### src/rtl/clock_divider_bank.sv
// rtl/clock_divider_bank.sv - multi-channel programmable clock divider with period-aligned ratio updates
module clock_divider_bank #(
  parameter int N_CH        = 4,
  parameter int DIV_W       = 8,
  parameter int DEFAULT_DIV = 2,
  localparam int CH_W       = (N_CH > 1) ? $clog2(N_CH) : 1
) (
  input  logic             CLK,
  input  logic             RST_N,
  input  logic             wr_en,
  input  logic [CH_W-1:0]  wr_ch,
  input  logic [DIV_W-1:0] wr_div,
  input  logic             sync_clr,
  output logic [N_CH-1:0]  clk_out,
  output logic [N_CH-1:0]  tick,
  output logic [N_CH-1:0]  pending
);

  for (genvar g = 0; g < N_CH; g++) begin : g_ch
    logic [DIV_W-1:0] cnt;
    logic [DIV_W-1:0] div_act;
    logic [DIV_W-1:0] div_pend;
    logic             pend_flag;
    logic             out_q;
    logic             tick_q;

    logic [DIV_W:0]   half;
    logic [DIV_W-1:0] last;
    logic             off;
    logic             at_last;
    logic             apply;
    logic             wr_hit;

    // Period decode: high-phase length, final count, and whether this edge is a safe ratio-swap point
    always_comb begin
      half    = ({1'b0, div_act} + (DIV_W+1)'(1)) >> 1;
      last    = div_act - DIV_W'(1);
      off     = (div_act == '0);
      at_last = !off && (cnt == last);
      apply   = sync_clr || off || at_last;
      // Out-of-range channel numbers never match any index, so such writes fall through untouched
      wr_hit  = wr_en && (wr_ch == CH_W'(g));
    end

    // Counter and registered outputs, plus ratio hand-over only on a period boundary or sync clear
    always_ff @(posedge CLK or negedge RST_N) begin
      if (!RST_N) begin
        cnt       <= '0;
        div_act   <= DIV_W'(DEFAULT_DIV);
        div_pend  <= DIV_W'(DEFAULT_DIV);
        pend_flag <= 1'b0;
        out_q     <= 1'b0;
        tick_q    <= 1'b0;
      end else begin
        if (sync_clr || off) begin
          cnt    <= '0;
          out_q  <= 1'b0;
          tick_q <= 1'b0;
        end else begin
          out_q  <= ({1'b0, cnt} < half);
          tick_q <= at_last;
          cnt    <= at_last ? '0 : cnt + DIV_W'(1);
        end

        // Outputs above still used the old ratio; a swapped-in ratio starts from count zero next cycle
        if (apply) begin
          if (wr_hit) begin
            div_act   <= wr_div;
            div_pend  <= wr_div;
            pend_flag <= 1'b0;
            cnt       <= '0;
          end else if (pend_flag) begin
            div_act   <= div_pend;
            pend_flag <= 1'b0;
            cnt       <= '0;
          end
        end else if (wr_hit) begin
          div_pend  <= wr_div;
          pend_flag <= 1'b1;
        end
      end
    end

    assign clk_out[g] = out_q;
    assign tick[g]    = tick_q;
    assign pending[g] = pend_flag;
  end

endmodule

### config.mk
export PLATFORM = sky130hd
export DESIGN_NAME = clock_divider_bank
export DESIGN_NICKNAME = d
export VERILOG_FILES = /design/src/rtl/clock_divider_bank.sv
export SDC_FILE = /design/constraint.sdc
export NUM_CORES = 1
export LEC_CHECK = 0
export BUFFER_PORTS_ARGS = -buffer_cell sky130_fd_sc_hd__buf_2
export CORE_ASPECT_RATIO = 0.6
export CORE_UTILIZATION = 45
export CTS_BUF_LIST = sky130_fd_sc_hd__clkbuf_16
export DETAILED_ROUTE_END_ITERATION = 7
export HOLD_SLACK_MARGIN = 0.02
export SLEW_MARGIN = 40
export SYNTH_ARGS = -nofsm -noshare
export SYNTH_HDL_FRONTEND = slang
export SYNTH_SLANG_ARGS = --single-unit
export TNS_END_PERCENT = 20
### constraint.sdc
create_clock -name CLK -period 5.5 [get_ports CLK]
set_clock_uncertainty 0.05 [all_clocks]
set_input_delay 0.55 -clock CLK [delete_from_list [all_inputs] [get_ports CLK]]
set_output_delay 0.55 -clock CLK [all_outputs]
set_load 0.03 [all_outputs]
-- After elaboration in Yosys (flattened, before gate mapping)
Cells that the tools add are included.
- input port bits: 14
- output and inout bits: 12
- logic and storage cells: 128
- register bits: 108
- add/subtract/negate cells: 12
- equal/unequal tests: 7
- order comparisons: 4
- muxes and demuxes: 44
- reduce and logical (&&, ||, !) cells: 37
- operators with widths (operator ; count):
    two-way mux 8 bit ; 28
    adder 8 x 1 -> 9 bit, second input constant ; 4
    adder 8 x 1 -> 8 bit, second input constant ; 4
    == test 8 bit ; 4
    zero test 8 bit ; 4
    less-than comparator 8 bit ; 4
    subtractor 8 x 1 -> 8 bit, second input constant ; 4
    two-way mux 1 bit ; 16
    nonzero test 2 bit ; 8
    logical AND 1 bit ; 8
    logical OR 1 bit ; 8
    AND reduction 2 bit ; 4
    == test 2 bit, second input constant ; 2
    zero test 1 bit ; 4
    == test 2 x 1 -> 1 bit, second input constant ; 1
    zero test 2 bit ; 1

-- Logic depth before layout (Yosys ltp)
- depth after elaboration: 8
- gate-level depth with buffers: 10
- gate-level depth less buffers: 8

-- Worst setup path after synthesis
Ideal clock, no wire load.
- path type: register to register
- start point: register g_ch[1].div_act[1]
- end point: register g_ch[1].div_act[2]
- period minus slack after synthesis: 2703 ps
- data arrival time: 2528 ps
- slack: 2797 ps
- library setup time: 125 ps
- stages on the path, launching flop included: 9
- data required time: 5325 ps
- buffers on the path: 0
- cells stage by stage: dfstp_2 > inv_1 > ha_1 > nor2b_1 > or3_1 > a31o_1 > nor2b_1 > nor4_4 > mux2_2
- cells in the longest elaborated chain, start to end: 5
- elaborated cells on any way between the ends: 8
- classes of those cells: 1 x add/sub; 1 x eq/ne; 6 x reduce/logical
- RTL lines (what ; line ; RTL):
    from (decl) ; 21 ; logic [DIV_W-1:0] div_act;
    from (signal assigned) ; 49 ; div_act <= DIV_W'(DEFAULT_DIV);
    from (signal assigned) ; 68 ; div_act <= wr_div;
    from (signal assigned) ; 73 ; div_act <= div_pend;
    subtractor 8 x 1 -> 8 bit / zero test 8 bit (equally long branches) ; 37, 38 ;
    == test 8 bit / zero test 1 bit (equally long branches) ; 39 ; at_last = !off && (cnt == last);
    logical AND 1 bit ; 39 ;
    logical OR 1 bit * ; 40 ; apply = sync_clr || off || at_last;
    AND reduction 2 bit (no source line) * ; -- ;
Mark *: on every way between the ends. The rest lies on a longest branch, timed or not.
A chain may end at the register's enable or synchronous reset.

-- Worst setup path in the final report
- start point: register g_ch[2].div_act[1]
- end point: register g_ch[2].div_act[0]
- cells in the longest elaborated chain, start to end: 5
- elaborated cells on any way between the ends: 8
- classes of those cells: 1 x add/sub; 1 x eq/ne; 6 x reduce/logical
- RTL lines (what ; line):
    from (decl) ; 21
    from (signal assigned) ; 49
    from (signal assigned) ; 68
    from (signal assigned) ; 73
    subtractor 8 x 1 -> 8 bit / zero test 8 bit (equally long branches) ; 37, 38
    == test 8 bit / zero test 1 bit (equally long branches) ; 39
    logical AND 1 bit ; 39
    logical OR 1 bit * ; 40
    AND reduction 2 bit (no source line) * ; --
Marks and branches as above.

==> out/metrics.cfg <==
[layout]
antenna-diode-count = 0
area_growth_pct = 6.98
nets = 722
final_area_um2 = 7270
drive_gt1_share_pct = 18.6

[clock_tree]
cts_setup_buffers = 0
cts_resized = 0
clk_path_buf_depth = 2
cts_tree = yes
clk_pin_slew_ns = 0.08
hold_buffers = 0
clock-sinks = 108
cts_root_buf = clkbuf_16
htreeDepth = 3
cts_buffers = 9
insertion_delay_ns = 0.35

[yosys]
ys.flop_type = dfrtp_1
synthCells = 671
synth.cell_area_um2 = 6790
syn_area_per_cell_um2 = 10.1
ys_ff_latch = 108
synth-edff-count = 0
yosysSeqAreaShare_pct = 39.9
ys_warn_count = 0
syn-num-nets = 725
synth_cell_type_count = 61
async_flop_share_pct = 100

[drt]
drt_iter0_markers = 330
viasPerCell = 5.49
drc = 0
routed_wl_um = 14000
vias = 4783
drtAntennaViolNets = 0
wire_per_inst_um = 16.1
drt-pass1-iter-count = 4

[floorplanning]
pin_count = 26
dieArea_um2 = 15600
design.core.area_um2 = 14600
die_x_um = 161
start_util_pct = 46.6
die_h_um = 97.2
core.rowCount = 34

[placement]
gp_congestion = 0.852
dp_hpwl_um = 10400
numPortBuffers = 25
place_area_um2 = 6960

[worst_hold_path]
worstHoldPathType = input port to async pin

[power_and_ir_drop]
powerDensity_nw_per_um2 = 501
p_leak_uw = 0.00316
peakVddDrop_mv = 0.229

[timing]
slew_headroom_pct = 38.2
clock.fmax_mhz = 327
period_needed_ns = 3.06
finalHoldViolCount = 0
slew_violations = 0
rsz0062_at_grt = no
tightestPinTransition_ns = 0.927
period_share_pct = 55.6
setup_viol = 0
setup_tns_ns = 0

[grt]
grt_overflow = 0
grt_usage_pct = 19.2
grt_pass1_vias = 4647
antenna_found_initial = 0
grt_pass1_wl_um = 23900
grt_max_degree = 65

[setup_path]
crit_type = flop to flop
worstPathArrival_ns = 3.24
startpoint_type = flop
worstPathRequired_ns = 5.68
endpoint_kind = flop
worst-path-max-fanout = 18

[run_status]
outcome = completed

[job]
cap_violations = 0

-- cell families after synthesis --
family                     count (synthesis)  synth area share, %
xor gates and xnor gates                  77                 9.93
muxes                                     57                 9.45
and+or+nand+nor                          250                 20.6
buffers and inverters                     57                 4.13
DFF                                      108                 39.9
adders and majority gates                 40                 7.37
AOI/OAI and AO/OA                         82                 8.62
-- state kept, by name, indices dropped and copies added, names as in the netlist --
register and cells:
g_ch.tick_q 4, g_ch.out_q 4, g_ch.div_act 32, g_ch.div_pend 32, g_ch.pend_flag 4, g_ch.cnt 32
-- critical path, cell delays in order, from the launching register on --
cell	delay (ns)
dfstp_2	0.58
inv_1	0.06
ha_1	0.24
nor2b_1	0.15
or3_1	0.34
a31oi_1	0.18
nand4_1	0.59
or3_1	0.60
and3_1	0.16
-- power by group --
part / switching, µW / internal, µW / leakage [µW]
registers: 368 / 1010 / 0.00135
logic: 829 / 771 / 0.00167
clock network: 307 / 356 / 0.000140
-- placed cells by master, fill, tap and decap left out, drive strengths merged, types with 8 or more instances in the layout --
master,n
nor2,53
mux2,57
o22ai,8
xnor2,40
nor2b,11
nand2b,18
inv,18
nand3,38
clkbuf,9
nor4,10
a31oi,10
nand2,32
and3,20
a21oi,16
dfrtp,100
or3,13
xor2,37
nor3,22
a21o,8
ha,40
dfstp,8
o21ai,13
buf,27
-- per-stage QoR --
stage | hold WS [ns] | worst slack, ns | power (µW) | instances | util [%]
3_5_place_dp | 0.429 | 2.44 | 2970 | 855 | 47.7
5_1_grt | 0.197 | 2.16 | 3950 | 871 | 49.8
6_report | 0.161 | 2.44 | 3640 | 871 | 49.8
4_1_cts | 0.187 | 2.44 | 3650 | 871 | 49.8
3_3_place_gp | 0.425 | 2.63 | 2910 | 855 | 47.7
2_1_floorplan | 0.204 | 2.80 | 2650 | 671 | -
-- Yosys cell counts (7+ instances only) --
master | instances | area [µm²]
nor3_1 | 19 | 95.1
nor2b_1 | 11 | 68.8
or3_1 | 13 | 81.3
buf_2 | 13 | 65.1
nand2b_1 | 18 | 113
a31oi_1 | 10 | 62.6
ha_1 | 40 | 500
dfstp_2 | 8 | 210
clkbuf_1 | 14 | 52.6
and3_1 | 20 | 125
nor4_1 | 7 | 43.8
nand3_1 | 38 | 190
a21oi_1 | 14 | 70.1
a21o_1 | 8 | 60.1
o21ai_0 | 9 | 45.0
mux2_2 | 54 | 608
nand2_1 | 32 | 120
dfrtp_1 | 100 | 2500
nor2_1 | 53 | 199
buf_4 | 13 | 97.6
inv_1 | 16 | 60.1
xnor2_1 | 40 | 350
o22ai_1 | 8 | 50.1
xor2_1 | 37 | 324
-- routing by layer --
| layer | up-vias | GRT usage, % | routed length [µm] |
|---|---|---|---|
| met3 | 14 | 5.34 | 626 |
| met2 | 68 | 26.9 | 5790 |
| met4 | 0 | 4.03 | 126 |
| met5 | - | 0 | 0 |
| met1 | 2347 | 28.9 | 7500 |
| li1 | 2354 | - | - |
-- cell type report --
| class | instances | area, µm² |
|---|---|---|
| clock buffer | 9 | 225 |
| timing repair buffer | 27 | 146 |
| multi-input combinational | 506 | 3800 |
| fill | 1315 | 7320 |
| clock inverter | 7 | 75.1 |
| tap | 198 | 248 |
| inverter | 16 | 60.1 |
| sequential | 108 | 2710 |
-- worst paths after layout --
path                                startpoint             endpoint  slack, ns  cells after the start
setup / recovery            g_ch[2].div_act[1]   g_ch[2].div_act[0]       2.44                      8
hold / removal                           RST_N       g_ch[2].cnt[7]       0.16                      1
setup reg to reg            g_ch[2].div_act[1]   g_ch[2].div_act[0]       2.44                      8
hold reg to reg            g_ch[2].div_pend[5]  g_ch[2].div_pend[5]       0.44                      1
max in group asynchronous                RST_N  g_ch[0].div_pend[4]       4.25                      2
min in group CLK           g_ch[2].div_pend[5]  g_ch[2].div_pend[5]       0.44                      1
No activity file was read; power rests on OpenSTA's default activity.
